[src/rtl/intc_pkg.sv]
// Shared definitions for the interrupt controller: register offsets and sizing constants.
package intc_pkg;

   localparam int INTC_MAX_SRC = 32;
   localparam int INTC_CLAIM_W = 6;

   typedef enum logic [2:0] {
      PENDING = 3'd0,
      ENABLE  = 3'd1,
      CLEAR   = 3'd2,
      CLAIM   = 3'd3,
      EDGE    = 3'd4
   } intc_reg_e;

endpackage

[src/rtl/intc_sync.sv]
// Parameterized-width two-flop synchronizer for the raw interrupt source inputs.
module intc_sync #(
   parameter int WIDTH = 16
) (
   input  logic             clk,
   input  logic             rst,
   input  logic [WIDTH-1:0] d,
   output logic [WIDTH-1:0] q
);

   logic [WIDTH-1:0] meta;

   always_ff @(posedge clk or negedge rst) begin
      if (!rst) begin
         meta <= '0;
         q    <= '0;
      end else begin
         meta <= d;
         q    <= meta;
      end
   end

endmodule

[src/rtl/intc.sv]
// Programmable interrupt controller with a memory-mapped register bus and priority claim.
// Define INTC_SYNC_EN to put a two-flop synchronizer in front of the sources.
module intc
   import intc_pkg::*;
#(
   parameter int NUM_SRC = 16
) (
   input  logic               clk,
   input  logic               rst,
   input  logic               en,
   input  logic               rd,
   input  logic               wr,
   input  logic [2:0]         addr,
   input  logic [31:0]        data_in,
   output logic [31:0]        data_out,
   input  logic [NUM_SRC-1:0] src,
   output logic               irq
);

   logic [NUM_SRC-1:0]      s;
   logic [NUM_SRC-1:0]      s_q;
   logic [NUM_SRC-1:0]      pending;
   logic [NUM_SRC-1:0]      enable;
   logic [NUM_SRC-1:0]      edge_mode;
   logic [NUM_SRC-1:0]      set_vec;
   logic [NUM_SRC-1:0]      clr_vec;
   logic [NUM_SRC-1:0]      claim_hot;
   logic [NUM_SRC-1:0]      pending_nxt;
   logic [INTC_CLAIM_W-1:0] claim_val;
   logic [INTC_MAX_SRC-1:0] pending_w;
   logic [INTC_MAX_SRC-1:0] enable_w;
   logic [INTC_MAX_SRC-1:0] edge_w;
   logic                    rd_hit;
   logic                    wr_hit;
   logic                    claim_fire;
   logic                    unused_data;

   // Lowest index wins; result is index+1 so that 0 means "nothing requesting".
   function automatic logic [INTC_CLAIM_W-1:0] prio_enc(input logic [NUM_SRC-1:0] req);
      prio_enc = '0;
      for (int i = NUM_SRC - 1; i >= 0; i--) begin
         if (req[i]) prio_enc = INTC_CLAIM_W'(i + 1);
      end
   endfunction

`ifdef INTC_SYNC_EN
   intc_sync #(.WIDTH(NUM_SRC)) u_sync (
      .clk (clk),
      .rst (rst),
      .d   (src),
      .q   (s)
   );
`else
   assign s = src;
`endif

   assign rd_hit      = en & rd;
   assign wr_hit      = en & wr;
   assign claim_val   = prio_enc(pending & enable);
   assign claim_fire  = rd_hit && (addr == CLAIM) && (claim_val != '0);
   assign irq         = |(pending & enable);
   assign unused_data = ^data_in;

   // Level sources set whenever high; edge sources only on a 0->1 step of s.
   // A set always beats a clear landing on the same edge.
   // NOTE: every combinational output gets a default first, so no path leaves it unassigned and no latch is inferred.
   always_comb begin
      claim_hot = '0;
      clr_vec   = '0;
      for (int i = 0; i < NUM_SRC; i++) begin
         claim_hot[i] = claim_fire && (claim_val == INTC_CLAIM_W'(i + 1));
      end
      if (wr_hit && (addr == CLEAR)) clr_vec = data_in[NUM_SRC-1:0];
      clr_vec     = clr_vec | claim_hot;
      set_vec     = s & (~edge_mode | ~s_q);
      pending_nxt = set_vec | (pending & ~clr_vec);
   end

   always_comb begin
      pending_w                = '0;
      enable_w                 = '0;
      edge_w                   = '0;
      pending_w[NUM_SRC-1:0]   = pending;
      enable_w[NUM_SRC-1:0]    = enable;
      edge_w[NUM_SRC-1:0]      = edge_mode;
   end

   // Zero-wait-state read mux; idle bus reads as 0.
   always_comb begin
      data_out = '0;
      if (rd_hit) begin
         case (addr)
            PENDING: data_out = pending_w;
            ENABLE:  data_out = enable_w;
            CLAIM:   data_out = 32'(claim_val);
            EDGE:    data_out = edge_w;
            default: data_out = '0;
         endcase
      end
   end

   // NOTE: state flops use non-blocking assignments so every flop samples the pre-edge values.
   always_ff @(posedge clk or negedge rst) begin
      if (!rst) begin
         s_q       <= '0;
         pending   <= '0;
         enable    <= '0;
         edge_mode <= '0;
      end else begin
         s_q     <= s;
         pending <= pending_nxt;
         if (wr_hit && (addr == ENABLE)) enable    <= data_in[NUM_SRC-1:0];
         if (wr_hit && (addr == EDGE))   edge_mode <= data_in[NUM_SRC-1:0];
      end
   end

endmodule

[config.mk]
export PLATFORM = sky130hd
export DESIGN_NAME = intc
export DESIGN_NICKNAME = d
export VERILOG_FILES = /design/src/rtl/intc_pkg.sv /design/src/rtl/intc_sync.sv /design/src/rtl/intc.sv
export SDC_FILE = /design/constraint.sdc
export NUM_CORES = 1
export LEC_CHECK = 0
export CAP_MARGIN = 0
export CORE_ASPECT_RATIO = 0.9
export CORE_MARGIN = 2
export CORE_UTILIZATION = 49
export DETAILED_ROUTE_END_ITERATION = 7
export HOLD_SLACK_MARGIN = 0.12
export PLACE_DENSITY = 0.8
export SYNTH_ARGS = -nofsm -noshare
export SYNTH_HDL_FRONTEND = slang
export SYNTH_SLANG_ARGS = --single-unit
[constraint.sdc]
create_clock -name clk -period 2.61 [get_ports clk]
set_clock_uncertainty 0.1 [all_clocks]
set_input_delay 0.3915 -clock clk [delete_from_list [all_inputs] [get_ports clk]]
set_output_delay 0.3915 -clock clk [all_outputs]
set_load 0.1 [all_outputs]
==> impl_metrics.csv <==
group,metric,value,unit
placement,port_buffers,56,
synthesis,synthFlopType,"dfrtp_1",
cells_and_area,final_nets,482,
die,rows,28,
sta,setup_viol,0,
routing,viasPerCell,5.75,
hold_path,hold_path.class,"primary input to flip-flop",
synthesis,yosys_register_bits,64,
critical_path,cp_max_fo,4,
synthesis,synthTopCellsByArea,"dfrtp_1 47%, mux2_2 9.2%, nand2_1 6.4%",
clock_tree,numCtsBuffers,9,
cells_and_area,final_util,72.1,%
synthesis,synthArstFlopShare,100,%
cells_and_area,diodes,0,
sta,slew_headroom,57.9,%
job,maxCapViolCount,0,
outcome,status,"completed",
clock_tree,clock-sinks,64,
placement,place_inst,498,
global_route,grtUsageTotal,25.2,%
critical_path,critPathKind,"flip-flop to primary output",
routing,drc,0,
synthesis,seq_area_frac_synth,46.6,%
pwr,cellPowerDensity,634,nW/um^2
routing,wl,9410,um
die,die_h,83.5,um
sta,rsz0062_at_grt,"true",
global_route,grt_pass1_wl,15300,um
sta,maxSlewViolCount,0,
global_route,overflow,0,
synthesis,synth_top_area_cell,"dfrtp_1",
sta,fin_crit_sh,99.5,%
critical_path,cp-end-kind,"primary output",
placement,gp_congestion,0.871,
routing,via_count,2995,
die,initial_utilization,51.4,%
routing,first_pass_iters,4,
die,core_area,6690,um^2
critical_path,arrival,2.11,ns
critical_path,r2r_slack,0.43,ns
synthesis,synth.top_cell.area_share,46.6,%
synthesis,synth_common_cells,"64 x dfrtp_1, 59 x nand2_1, 36 x nor2_1",
clock_tree,ctsRootBufferMaster,"clkbuf_8",
synthesis,ys_warn_count,0,
critical_path,start_kind,"flip-flop",
die,dieArea,7700,um^2
clock_tree,clock_latency,0.35,ns
die,dieWidth,92.3,um
sta,fmax,385,MHz
synthesis,synth-edff-count,0,
routing,drtIter0Drc,160,
synthesis,yosysMostFrequentCell,"dfrtp_1",
synthesis,yosys.cell_types.count,45,
synthesis,avgSynthCellArea,10.1,um^2
die,pin_count,89,
global_route,grt_pass1_vias,3046,
clock_tree,cts_tree,"done",
pwr,p_leak,1.97,nW
global_route,grt_max_degree,40,
clock_tree,clk_path_buf_depth,2,
pwr,ir_drop,360,uV
routing,final_antenna_net_count,0,
cells_and_area,area_growth,40.2,%
global_route,antenna_found_initial,0,
synthesis,synth_cells,339,
cells_and_area,fin_cells,521,
critical_path,required,2.12,ns
cells_and_area,drive_above_1_share,29.9,%
sta,fin_crit,2.60,ns
sta,tightest_slew,0.631,ns
clock_tree,clk_pin_slew,0.07,ns
routing,wl_per_cell,18.1,um
clock_tree,htree_num_levels,3,
synthesis,netlist_area,3440,um^2
placement,hpwl,6920,um
sta,final_hold_viol_count,0,
==> power by group <==
group          internal (W)  switching (W)  total (W)  leakage, nW
Sequential          0.00113       0.000137    0.00126        0.720
Clock              0.000491       0.000374   0.000865        0.103
Combinational      0.000383       0.000543   0.000926         1.15
Total               0.00200        0.00105    0.00306         1.97
==> cell families after synthesis <==
kind of cell	count (synthesis)	share of synthesized area, %
flops	64	46.6
mux	48	15.1
other cells	1	0.109
buf+inv	29	5.31
simple gates	117	15.9
compound gates	80	17.0
==> final cells by class <==
| cell class | instances | area (um^2) |
|---|---|---|
| timing repair buffer | 90 | 1040 |
| multi-input combinational | 261 | 1870 |
| clock inverter | 3 | 40.0 |
| sequential | 64 | 1600 |
| clock buffer | 13 | 159 |
| tap | 90 | 113 |
| fill | 480 | 1870 |
==> timing repair <==
action	in CTS	in global routing
hold endpoints to repair	25	0
pin swaps	0	4
resized for setup	5	13
endpoints found under the setup margin	9	5
hold buffers	1	0
buffers inserted	0	6
==> critical path, cell delays in order, from the launching register on <==
cell and delay [ns]:
dfrtp_2 0.44, a222oi_1 0.34, buf_4 0.21, nand3_4 0.08, buf_6 0.14, o22a_1 0.20
nor2_2 0.16, buf_12 0.19
==> stage by stage <==
stage / setup slack, ns / cell area (um^2) / power [W] / TNS [ns] / hold slack [ns]
floorplan: -0.0856 / 3590 / 0.00184 / -0.647 / -0.00409
global placement: -0.00756 / 4500 / 0.00208 / -0.00756 / 0.331
detailed placement: -0.00247 / 4500 / 0.00212 / -0.00447 / 0.337
CTS: 0.00607 / 4730 / 0.00300 / 0 / 0.405
global route: -0.0866 / 4820 / 0.00319 / -0.178 / 0.422
finish: 0.0132 / 4820 / 0.00306 / 0 / 0.407
==> state kept, by name, indices dropped and copies added, names as in the netlist <==
register	flops
edge_mode	16
enable	16
pending	16
s_q	16
==> placed cells by master (no fill, tap or decap), types with 3 or more instances in the layout <==
cell | synthesis | final
buf_4 | 18 | 28
nor2_1 | 36 | 20
dfrtp_1 | 64 | 62
mux2_2 | 28 | 28
clkbuf_8 | 0 | 11
a21boi_0 | 7 | 7
mux2_1 | 4 | 4
nand2_1 | 59 | 59
and2_1 | 6 | 4
a22oi_1 | 12 | 9
a32o_1 | 4 | 4
conb_1 | 1 | 16
a22oi_2 | 0 | 3
a31oi_1 | 6 | 6
clkdlybuf4s50_1 | 0 | 37
a41oi_1 | 4 | 4
a22o_1 | 5 | 5
a21oi_1 | 23 | 22
nor2_4 | 0 | 10
mux2i_1 | 16 | 16
nor2_2 | 0 | 6
buf_12 | 0 | 21
==> worst paths after layout <==
| kind | from | endpoint | cells past startpoint |
|---|---|---|---|
| min | src[0] | s_q[0]$_DFF_PN0_ | 1 |
| min reg2reg | edge_mode[8]$_DFFE_PN0P_ | edge_mode[8]$_DFFE_PN0P_ | 1 |
| max | pending[2]$_DFF_PN0_ | data_out[3] | 7 |
| max reg2reg | pending[2]$_DFF_PN0_ | pending[11]$_DFF_PN0_ | 8 |
| max in group asynchronous | rst | edge_mode[12]$_DFFE_PN0P_ | 3 |
| min in group asynchronous | rst | s_q[15]$_DFF_PN0_ | 2 |
==> layer usage <==
metal | share of wire [%] | global-route usage [%]
met5 | 0 | 0
met4 | 2.1 | 8.96
met3 | 6.9 | 5.24
met2 | 49 | 41.3
met1 | 42 | 33.1
No activity file was read; power rests on OpenSTA's default activity.
